[config.mk]
export PLATFORM = sky130hd
export DESIGN_NAME = fault_campaign_seq
export DESIGN_NICKNAME = d
export VERILOG_FILES = /design/src/rtl/fault_campaign_seq.sv
export SDC_FILE = /design/constraint.sdc
export NUM_CORES = 1
export LEC_CHECK = 0
export ABC_CLOCK_PERIOD_IN_PS = 2450
export CAP_MARGIN = 20
export CORE_ASPECT_RATIO = 1.1
export CORE_UTILIZATION = 30
export DETAILED_ROUTE_END_ITERATION = 6
export PLACE_DENSITY = 0.61
export SLEW_MARGIN = 20
export SYNTH_ARGS = -nofsm -noshare
export SYNTH_HDL_FRONTEND = slang
export SYNTH_SLANG_ARGS = --single-unit
[constraint.sdc]
create_clock -name clk -period 2.45 [get_ports clk]
set_clock_uncertainty 0.05 [all_clocks]
set_input_delay 0.6125 -clock clk [delete_from_list [all_inputs] [get_ports clk]]
set_output_delay 0.6125 -clock clk [all_outputs]
set_load 0.005 [all_outputs]
[src/rtl/fault_campaign_seq.sv]
// Fault-injection campaign sequencer: runs one golden pass, then one faulty pass per
// fault ID in [batch_start, batch_end), and reports a 16-bit signature per fault.
module fault_campaign_seq #(
    parameter int FID_W   = 11,
    parameter int IN_W    = 10,
    parameter int OUT_W   = 11,
    parameter int CYCLES  = 512,
    parameter int PH1_END = 170,
    parameter int PH2_END = 340
) (
    input  logic             clk,
    input  logic             rst,
    input  logic             start,
    input  logic [FID_W-1:0] batch_start,
    input  logic [FID_W-1:0] batch_end,
    output logic [IN_W-1:0]  stim,
    input  logic [OUT_W-1:0] dut_out,
    output logic             fault_en,
    output logic [FID_W-1:0] fault_id,
    output logic             res_valid,
    input  logic             res_ready,
    output logic [FID_W-1:0] res_fid,
    output logic [15:0]      res_sig,
    output logic             res_det,
    output logic             busy,
    output logic             done,
    output logic [FID_W-1:0] det_cnt,
    output logic [2:0]       state_dbg
);

    localparam int CW = $clog2(CYCLES);
    localparam logic [CW-1:0] C_LAST = CW'(CYCLES - 1);

    typedef enum logic [2:0] {
        S_IDLE   = 3'd0,
        S_GOLDEN = 3'd1,
        S_RUN    = 3'd2,
        S_REPORT = 3'd3,
        S_DONE   = 3'd4
    } state_t;

    state_t           state_q, state_d;
    logic [CW-1:0]    c_q, c_d;
    logic [15:0]      sig_q, sig_d;
    logic [15:0]      gold_q, gold_d;
    logic [FID_W:0]   fault_q, fault_d;
    logic [FID_W-1:0] bstart_q, bstart_d;
    logic [FID_W-1:0] bend_q, bend_d;
    logic             rvalid_q, rvalid_d;
    logic [FID_W-1:0] rfid_q, rfid_d;
    logic [15:0]      rsig_q, rsig_d;
    logic             rdet_q, rdet_d;
    logic [FID_W-1:0] det_q, det_d;
    logic [IN_W-1:0]  stim_q, stim_d;

    logic [15:0]      sig_next;
    logic [FID_W:0]   fault_inc;
    logic             pass_last;

    // Stimulus pattern: zeros, then ones, then alternating bits (bit k = k[0]).
    function automatic logic [IN_W-1:0] phase_pattern(input logic [CW-1:0] v);
        logic [IN_W-1:0] p;
        p = '0;
        for (int k = 0; k < IN_W; k++) begin
            if (int'(v) < PH1_END) begin
                p[k] = 1'b0;
            end else if (int'(v) < PH2_END) begin
                p[k] = 1'b1;
            end else begin
                p[k] = k[0];
            end
        end
        return p;
    endfunction

    assign sig_next  = {sig_q[14:0], sig_q[15]} ^ 16'(dut_out);
    assign fault_inc = fault_q + 1'b1;
    assign pass_last = (c_q == C_LAST);

    // Result handshake: res_valid rises on REPORT entry and the payload stays frozen
    // until an edge sees res_valid && res_ready; res_ready outside REPORT is ignored.
    always_comb begin
        state_d  = state_q;
        c_d      = c_q;
        sig_d    = sig_q;
        gold_d   = gold_q;
        fault_d  = fault_q;
        bstart_d = bstart_q;
        bend_d   = bend_q;
        rvalid_d = rvalid_q;
        rfid_d   = rfid_q;
        rsig_d   = rsig_q;
        rdet_d   = rdet_q;
        det_d    = det_q;

        case (state_q)
            S_IDLE, S_DONE: begin
                if (start) begin
                    state_d  = S_GOLDEN;
                    bstart_d = batch_start;
                    bend_d   = batch_end;
                    det_d    = '0;
                    c_d      = '0;
                    sig_d    = '0;
                end
            end
            S_GOLDEN: begin
                if (pass_last) begin
                    gold_d = sig_next;
                    c_d    = '0;
                    sig_d  = '0;
                    if (bstart_q < bend_q) begin
                        state_d = S_RUN;
                        fault_d = {1'b0, bstart_q};
                    end else begin
                        state_d = S_DONE;
                    end
                end else begin
                    c_d   = c_q + 1'b1;
                    sig_d = sig_next;
                end
            end
            S_RUN: begin
                if (pass_last) begin
                    state_d  = S_REPORT;
                    c_d      = '0;
                    sig_d    = sig_next;
                    rvalid_d = 1'b1;
                    rfid_d   = fault_q[FID_W-1:0];
                    rsig_d   = sig_next;
                    rdet_d   = (sig_next != gold_q);
                    if ((sig_next != gold_q) && (det_q != '1)) begin
                        det_d = det_q + 1'b1;
                    end
                end else begin
                    c_d   = c_q + 1'b1;
                    sig_d = sig_next;
                end
            end
            S_REPORT: begin
                if (res_ready) begin
                    rvalid_d = 1'b0;
                    fault_d  = fault_inc;
                    if (fault_inc == {1'b0, bend_q}) begin
                        state_d = S_DONE;
                    end else begin
                        state_d = S_RUN;
                        c_d     = '0;
                        sig_d   = '0;
                    end
                end
            end
            default: state_d = S_IDLE;
        endcase

        stim_d = phase_pattern({c_d[CW-1:2], 2'b00});
    end

    always_ff @(posedge clk) begin
        if (rst) begin
            state_q  <= S_IDLE;
            c_q      <= '0;
            sig_q    <= '0;
            gold_q   <= '0;
            fault_q  <= '0;
            bstart_q <= '0;
            bend_q   <= '0;
            rvalid_q <= 1'b0;
            rfid_q   <= '0;
            rsig_q   <= '0;
            rdet_q   <= 1'b0;
            det_q    <= '0;
            stim_q   <= '0;
        end else begin
            state_q  <= state_d;
            c_q      <= c_d;
            sig_q    <= sig_d;
            gold_q   <= gold_d;
            fault_q  <= fault_d;
            bstart_q <= bstart_d;
            bend_q   <= bend_d;
            rvalid_q <= rvalid_d;
            rfid_q   <= rfid_d;
            rsig_q   <= rsig_d;
            rdet_q   <= rdet_d;
            det_q    <= det_d;
            stim_q   <= stim_d;
        end
    end

    assign stim      = stim_q;
    assign fault_en  = (state_q == S_RUN);
    assign fault_id  = fault_q[FID_W-1:0];
    assign res_valid = rvalid_q;
    assign res_fid   = rfid_q;
    assign res_sig   = rsig_q;
    assign res_det   = rdet_q;
    assign busy      = (state_q == S_GOLDEN) || (state_q == S_RUN) || (state_q == S_REPORT);
    assign done      = (state_q == S_DONE);
    assign det_cnt   = det_q;
    assign state_dbg = state_q;

endmodule

==> impl_summary.txt, run 1 <==
----------------------------------------------------
[Logic synthesis]
  Synthesized flop and latch total ... 120
  Synthesized cell area ... approximately 6200 um^2
  Number of instances in the synthesized netlist ... approximately 760
  Number of enable flip-flop cells after synthesis ... 0
  Yosys warnings ... 0
  Net count after synthesis ... just over 800
  Predominant post-synthesis flop cell ... dfxtp_1
  Syn Area/Cell ... between 8 and 9 um^2
  Register area share after synthesis ... 0.386
  Async set-reset flop share out of synthesis ... 0
  Number of library cell types mapped by synthesis ... 60

[Finish]
  Fill cell count ... between 1500 and 2000
  Number of antenna diodes ... 0
  Layout area overhead ... 46.2%
  Post-route insts no fill ... 1193
  Share of the core filled with cells ... 0.453
  Number of nets in the finished design ... 979
  Proportion of layout cells with a drive suffix above 1 ... 0.235

[Critical path]
  Slowest cell on the critical path ... dfxtp_2
  R2r setup slk ... -0.12 ns
  Critical path arrival ... 2.84 ns
  Kind of critical path ... register to register
  Capturing element type of the critical path ... register
  Required time worst endpoint ... roughly 2.7 ns
  Startpoint of the worst register-to-register path ... fault_q[0]$_SDFFE_PP0P_
  Cell breakdown of the critical path ... ha_4 -> buf_4 -> xor2_1 -> o211a_1 -> o21ai_1 -> buf_4 -> nand4_1 -> o21bai_4 -> a22oi_2 -> or2_1 -> o32ai_2
  Critical path fanouts, max ... 6
  Crit-path most repeated cell ... buf_4
  Crit start category ... register
  Delay of the slowest cell on the worst path ... 0.34 ns
  Depth of the worst register-to-register path ... 11
  End of the worst register-to-register path ... stim[8]$_SDFF_PP0_

[CTS]
  Number of levels in the clock H-tree ... 4
  Bufs on Longest Clock Path ... 2
  Clock network latency to the later pin of the worst-skew pair ... approximately 0.42 ns
  Clock Root Buffer ... clkbuf_16
  Clock slew at reported path FFs ... 0.06 ns
  CTS Hold Bufs ... 0
  Number of buffers added by the clock tree synthesis step ... 17
  Clock net sink count ... between 100 and 150
  CTS tree ... yes

[Die]
  Placeable core area ... around 20000 um^2
  Top-level I/O count ... 104
  Die outline width ... 139 um
  Initial Util ... 0.310
  Die Y ... 153 um
  Count of standard-cell rows ... 54
  Area of the die ... 21300 um^2

[Timing]
  Final Hold Violating Endpoints ... 0
  Fin crit period ... 2.57 ns
  Fmax ... 389 MHz
  Worst hold slack ... about 0.4 ns
  Transition time at the pin with the least slew margin ... around 0.36 ns
  Setup repair after global routing missed its margin ... true
  Final setup margin ... -0.121 ns
  Fin crit share ... 1.05
  Max-slew violation total from the final report ... 0
  Setup violators final ... 7
  Slew HR ... 0.757

[Place]
  Routability congestion estimate ... 0.861
  Inst Count DP ... 1146
  Worst slack at placement ... -0.535 ns
  Placed wire-length estimate ... 12.6 mm
  Count of buffers inserted at the top-level ports ... slightly above 100

[Route]
  Count of TritonRoute iterations in the first routing pass ... 5
  DRT antenna net count ... 0
  Routed wirelength normalized by instance count ... 15.2 um
  Total number of vias ... 5793
  Number of DRC markers after the initial detailed-route iteration ... roughly 340
  Residual DRC ... 0
  Routed wire length ... between 15 and 20 mm
  DR vias/cell ... ~4.9

[Global routing]
  Vias in the first global route ... roughly 5400
  Number of antenna violations at the first check in global routing ... 0
  Overall Global Routing Usage ... 0.171
  Maximum number of pins on one net before global-route repair ... 31
  Global-route congestion overflow total ... 0
  First-pass GRT wire length ... between 20 and 30 mm

[Power and ir drop]
  Peak VDD IR ... roughly 460 uV
  Total power per unit cell area ... roughly 570 nW/um^2
  P_leak ... approximately 3.4 nW
  Post-layout total power ... between 5 and 6 mW

[Job]
  Max capacitance violation total ... 0

[Outcome]
  Failing checks ... setup timing
  Result of the run ... complete, but fails checks

[Hold path]
  Hold wc startpoint ... res_fid[10]$_SDFFE_PP0P_
  Capture endpoint of the worst hold path ... res_fid[10]$_SDFFE_PP0P_
  Min-Delay Path Class ... register to register
  Depth of the worst hold-timing path ... 2

----------------------------------------------------
[state kept, by name, summed over array words and instances, names as in the netlist]
| signal | flops |
|---|---|
| gold_q | 16 |
| fault_q | 12 |
| state_dbg | 3 |
| bstart_q | 11 |
| sig_q | 16 |
| stim | 2 |
| res_valid | 1 |
| res_sig | 16 |
| c_q | 9 |
| det_cnt | 11 |
| res_det | 1 |
| res_fid | 11 |
| bend_q | 11 |
[layout by cell type (no fill, tap or decap), types with 8 or more instances in the layout]
cell type        Yosys  final
inv_1               17     16
clkbuf_16            0     18
a211oi_1            23     22
ha_1                14     10
nand2b_1            16     16
dfxtp_2              0      9
xor2_1              12     11
buf_4               20    104
xnor2_1             28     26
nor2_1              84     79
o32ai_2              9      8
nand3_1             16     15
nand2_1            113    113
buf_6                0      9
a22oi_1             10      8
clkdlybuf4s50_1      0     99
a21oi_1             87     81
nor3_1              22     21
dfxtp_1            120    109
xnor3_1              8      8
o21ai_0             14     12
[how the worst max path moves through the flow]
stage,cells after the start,startpoint,to
6_report,11,fault_q[0]$_SDFFE_PP0P_,stim[8]$_SDFF_PP0_
5_1_grt,11,fault_q[3]$_SDFFE_PP0P_,stim[8]$_SDFF_PP0_
4_1_cts,11,fault_q[3]$_SDFFE_PP0P_,stim[8]$_SDFF_PP0_
3_5_place_dp,10,dut_out[4],det_cnt[9]$_SDFFE_PP0P_
3_3_place_gp,10,dut_out[4],det_cnt[9]$_SDFFE_PP0P_
2_1_floorplan,11,fault_q[1]$_SDFFE_PP0P_,stim[8]$_SDFF_PP0_
[critical path, delay by kind of cell (launching register included)]
family                     cells  cell delay (ns)
DFF                            1             0.34
buffers and inverters          2             0.28
and+or+nand+nor                2             0.39
AOI/OAI and AO/OA              5             1.07
xor gates and xnor gates       1             0.13
adders and majority gates      1             0.18
[power by group]
| group | total (mW) | internal (mW) | switching (mW) |
|---|---|---|---|
| clock network | 2.57 | 1.54 | 1.03 |
| logic | 0.590 | 0.287 | 0.302 |
| registers | 2.03 | 1.99 | 0.0398 |
| total | 5.19 | 3.82 | 1.37 |
[cell families after synthesis]
| group | synth area share |
|---|---|
| AND/OR/NAND/NOR | 0.228 |
| AO/OA/AOI/OAI | 0.192 |
| flip-flops | 0.386 |
| buffers and inverters | 0.0658 |
| XOR/XNOR | 0.0879 |
| adder cells (fa/ha/maj) | 0.0282 |
| multiplexers | 0.0115 |
[repair_timing]
item                                    4_1_cts  5_1_grt
pin swaps                                    31       26
gates cloned                                  1        1
gates resized for setup                      30       46
endpoints found under the setup margin       28       67
setup buffers                                 8        7
[per-stage QoR]
stage	instance area (um^2)	setup TNS [ns]
after floorplan	6230	-0.0328
after global routing	9100	-2.07
after global placement	8030	-6.15
after detailed placement	8030	-6.65
after CTS	8820	-0.569
final	9100	-0.311
[cell type report]
cell class | instances | area [um^2] | area share
flip-flops and latches | 120 | 2420 | 0.266
well taps | 252 | 315 | 0.0347
repair buffers | 220 | 2020 | 0.222
clock buffers | 17 | 425 | 0.0468
inverters | 17 | 63.8 | 0.00701
multi-input cells | 552 | 3670 | 0.404
clock inverters | 15 | 181 | 0.0199
[synthesized netlist by cell type, types with 3 or more instances]
library cell	n	area share
nand3_1	16	0.013
clkbuf_1	39	0.024
dfxtp_1	120	0.39
nor4b_1	3	0.0042
and3_1	6	0.0060
buf_2	6	0.0048
o211a_1	3	0.0048
nand3b_1	3	0.0036
ha_1	14	0.028
and4_1	4	0.0056
buf_4	20	0.024
a21oi_1	87	0.070
nand4_1	7	0.0070
a22oi_1	10	0.012
inv_1	17	0.010
xnor2_1	28	0.039
o32ai_2	9	0.024
mux2i_1	6	0.0097
nor4_1	4	0.0040
a21o_1	8	0.0097
o21ai_0	14	0.011
or3_1	4	0.0040
nor2_1	84	0.051
nor3_1	22	0.018
nor2b_1	6	0.0060
nand2_1	113	0.068
o21ai_1	4	0.0032
buf_1	5	0.0030
xnor3_1	8	0.029
a211oi_1	23	0.028
nand2b_1	16	0.016
and2_1	4	0.0040
o32ai_1	3	0.0042
xor2_1	12	0.017
[metal layers]
layer | part of all wire | up-vias | global-route usage
met5 | 0 | - | 0
met4 | 0.0090 | 0 | 0.0503
met3 | 0.056 | 10 | 0.0417
met2 | 0.45 | 142 | 0.264
met1 | 0.48 | 2683 | 0.235
li1 | - | 2958 | -
Power figures use the tool's default switching activity.
==> run 2, diff against run 1 <==
==> constraint.sdc (replaced) <==
create_clock -name clk -period 2.45 [get_ports clk]
set_clock_uncertainty 0.05 [all_clocks]
set_input_delay 0.245 -clock clk [delete_from_list [all_inputs] [get_ports clk]]
set_output_delay 0.245 -clock clk [all_outputs]
set_load 0.005 [all_outputs]
==> impl_summary.txt, run 2 (same netlist as run 1, synthesis figures left out) <==
----------------------------------------------------
[Outcome]
  Result of the run ... complete, but fails checks (unchanged)
  Failing checks ... setup timing (unchanged)

[Finish]
  Most common cell after layout, fill and taps aside ... nand2_1 (unchanged)
  Area of all placed cells without fillers ... 8940 um^2 (was 9100 um^2)
  Number of antenna diodes ... 0 (unchanged)
  Proportion of layout cells with a drive suffix above 1 ... 0.211 (was 0.235)
  Most frequent cells in the layout ... 113 x nand2_1, 108 x dfxtp_1, 102 x clkdlybuf4s50_1 (was 113 x nand2_1, 109 x dfxtp_1, 104 x buf_4)
  Layout area overhead ... 43.7% (was 46.2%)
  Number of nets in the finished design ... 961 (was 979)

[Critical path]
  Critical path arrival ... 2.80 ns (was 2.84 ns)
  Kind of critical path ... register to register (unchanged)
  Critical path fanouts, max ... 7 (was 6)
  R2r setup slk ... -0.06 ns (was -0.12 ns)
  End of the worst register-to-register path ... stim[8]$_SDFF_PP0_ (unchanged)
  Capturing element type of the critical path ... register (unchanged)
  Startpoint of the worst register-to-register path ... fault_q[1]$_SDFFE_PP0P_ (was fault_q[0]$_SDFFE_PP0P_)
  Required time worst endpoint ... 2.73 ns (was 2.72 ns)
  Crit start category ... register (unchanged)
  Depth of the worst register-to-register path ... 10 (was 11)

[Place]
  Placed wire-length estimate ... 12.5 mm (was 12.6 mm)
  Routability congestion estimate ... 0.867 (was 0.861)
  Cell area reported after detailed placement ... 7910 um^2 (was 8030 um^2)
  Count of buffers inserted at the top-level ports ... 103 (unchanged)
  Worst slack at placement ... -0.243 ns (was -0.535 ns)

[Global routing]
  Maximum number of pins on one net before global-route repair ... 56 (was 31)
  Number of antenna violations at the first check in global routing ... 0 (unchanged)
  First-pass GRT wire length ... 28.8 mm (was 28.7 mm)
  Global-route congestion overflow total ... 0 (unchanged)
  Vias in the first global route ... 5542 (was 5436)
  Overall Global Routing Usage ... 0.173 (was 0.171)

[CTS]
  Clock net sink count ... 120 (unchanged)
  Clock slew at reported path FFs ... 0.06 ns (about the same)
  Number of levels in the clock H-tree ... 4 (unchanged)
  Bufs on Longest Clock Path ... 2 (unchanged)
  Clock network latency to the later pin of the worst-skew pair ... 0.43 ns (was 0.42 ns)
  Number of buffers added by the clock tree synthesis step ... 17 (unchanged)
  CTS Hold Bufs ... 0 (unchanged)
  CTS tree ... yes (unchanged)
  Clock Root Buffer ... clkbuf_16 (unchanged)

[Timing]
  Final setup margin ... -0.0645 ns (was -0.121 ns)
  Setup total negative slack ... -0.287 ns (was -0.311 ns)
  Max-slew violation total from the final report ... 0 (unchanged)
  Fin crit share ... 1.03 (was 1.05)
  Fin crit period ... 2.51 ns (was 2.57 ns)
  Transition time at the pin with the least slew margin ... 0.494 ns (was 0.361 ns)
  Final Hold Violating Endpoints ... 0 (unchanged)
  Setup repair after global routing missed its margin ... true (unchanged)
  Fmax ... 398 MHz (was 389 MHz)
  Setup violators final ... 10 (was 7)
  Slew HR ... 0.671 (was 0.757)

[Job]
  Max capacitance violation total ... 0 (unchanged)

[Power and ir drop]
  Peak VDD IR ... 511 uV (was 461 uV)
  P_leak ... 3.28 nW (was 3.39 nW)
  Total power per unit cell area ... 600 nW/um^2 (was 571 nW/um^2)

[Die]
  Die outline width ... 139 um (unchanged)
  Area of the die ... 21300 um^2 (unchanged)
  Count of standard-cell rows ... 54 (unchanged)
  Placeable core area ... 20100 um^2 (unchanged)
  Initial Util ... 0.310 (unchanged)
  Die Y ... 153 um (unchanged)
  Top-level I/O count ... 104 (unchanged)

[Route]
  DR vias/cell ... 4.91 (was 4.86)
  Top layer used by detailed routing ... met4 (unchanged)
  DRT antenna net count ... 0 (unchanged)
  Residual DRC ... 0 (unchanged)
  Number of DRC markers after the initial detailed-route iteration ... 296 (was 344)
  Routed met3 length ... 988 um (was 1.02 mm)
  Total number of vias ... 5765 (was 5793)
  Routed wirelength normalized by instance count ... 15.4 um (was 15.2 um)
  Count of TritonRoute iterations in the first routing pass ... 4 (was 5)
  Routed wire length ... 18.0 mm (was 18.2 mm)
  Routed wire length on met2 ... 7.94 mm (was 8.20 mm)
  Total routed wire length on the met1 layer ... 8.65 mm (was 8.79 mm)

[Hold path]
  Hold wc startpoint ... rst (was res_fid[10]$_SDFFE_PP0P_)
  Min-Delay Path Class ... input pin to register (was register to register)
  Depth of the worst hold-timing path ... 2 (unchanged)
  Capture endpoint of the worst hold path ... det_cnt[0]$_SDFFE_PP0P_ (was res_fid[10]$_SDFFE_PP0P_)

----------------------------------------------------
[run 2: cell types whose count changed in the layout (fill, tap and decap cells not counted), moves of 3 or more]
cell	before	now
buf_4	104	84
inv_6	5	1
inv_8	4	0
a21oi_1	81	84
a21oi_2	7	4
bufinv_16	2	5
clkdlybuf4s50_1	99	102
clkinv_2	0	3
[run 2: stage by stage]
step,util,instances,total power [mW],hold WS [ns]
finish,0.446,1175,5.36,0.213
global route,0.446,1175,5.56,0.226
CTS,0.434,1165,5.37,0.202
detailed placement,0.394,1129,2.61,0.400
global placement,0.394,1129,2.61,0.395
floorplan,-,759,2.37,0.331
[run 2: worst max-delay path, cell delays in order (launching register included)]
cell      delay [ns]
dfxtp_4         0.35
ha_4            0.18
and3_4          0.20
buf_4           0.13
nand3_1         0.10
nor4b_2         0.24
nand4_1         0.20
o21bai_4        0.31
a22oi_2         0.13
or2_1           0.25
o32ai_2         0.27
[run 2: what timing repair did]
action	in CTS	in global routing
pin swaps	24	25
resized for setup	29	39
setup endpoints to repair	35	59
buffers inserted	4	10
[run 2: per-layer routing]
| metal | global-route usage | up-vias |
|---|---|---|
| li1 | - | 2916 |
| met1 | 0.230 | 2654 |
| met2 | 0.264 | 165 |
| met3 | 0.0429 | 30 |
| met4 | 0.0730 | 0 |
| met5 | 0 | - |
[run 2: how the worst max path moves through the flow]
stage | endpoint | start | slack, ns | cells after the start
after global placement | det_cnt[9]$_SDFFE_PP0P_ | dut_out[10] | -0.21 | 11
after floorplan | stim[8]$_SDFF_PP0_ | fault_q[1]$_SDFFE_PP0P_ | -0.03 | 11
final | stim[8]$_SDFF_PP0_ | fault_q[1]$_SDFFE_PP0P_ | -0.06 | 10
after global routing | stim[8]$_SDFF_PP0_ | fault_q[1]$_SDFFE_PP0P_ | -0.18 | 10
after CTS | stim[8]$_SDFF_PP0_ | fault_q[0]$_SDFFE_PP0P_ | -0.01 | 11
after detailed placement | det_cnt[9]$_SDFFE_PP0P_ | dut_out[10] | -0.24 | 11
[run 2: layout make-up]
class,instances,area (um^2)
timing repair buffer,202,1870
clock inverter,12,198
tap,252,315
multi-input combinational,552,3630
inverter,17,63.8
sequential,120,2420
clock buffer,20,447
fill,1922,11100
[run 2: power by group]
part / internal (mW) / total [mW] / switching (mW)
Combinational: 0.284 / 0.586 / 0.303
Sequential: 1.99 / 2.03 / 0.0396
Clock: 1.83 / 2.74 / 0.916
Total: 4.10 / 5.36 / 1.26
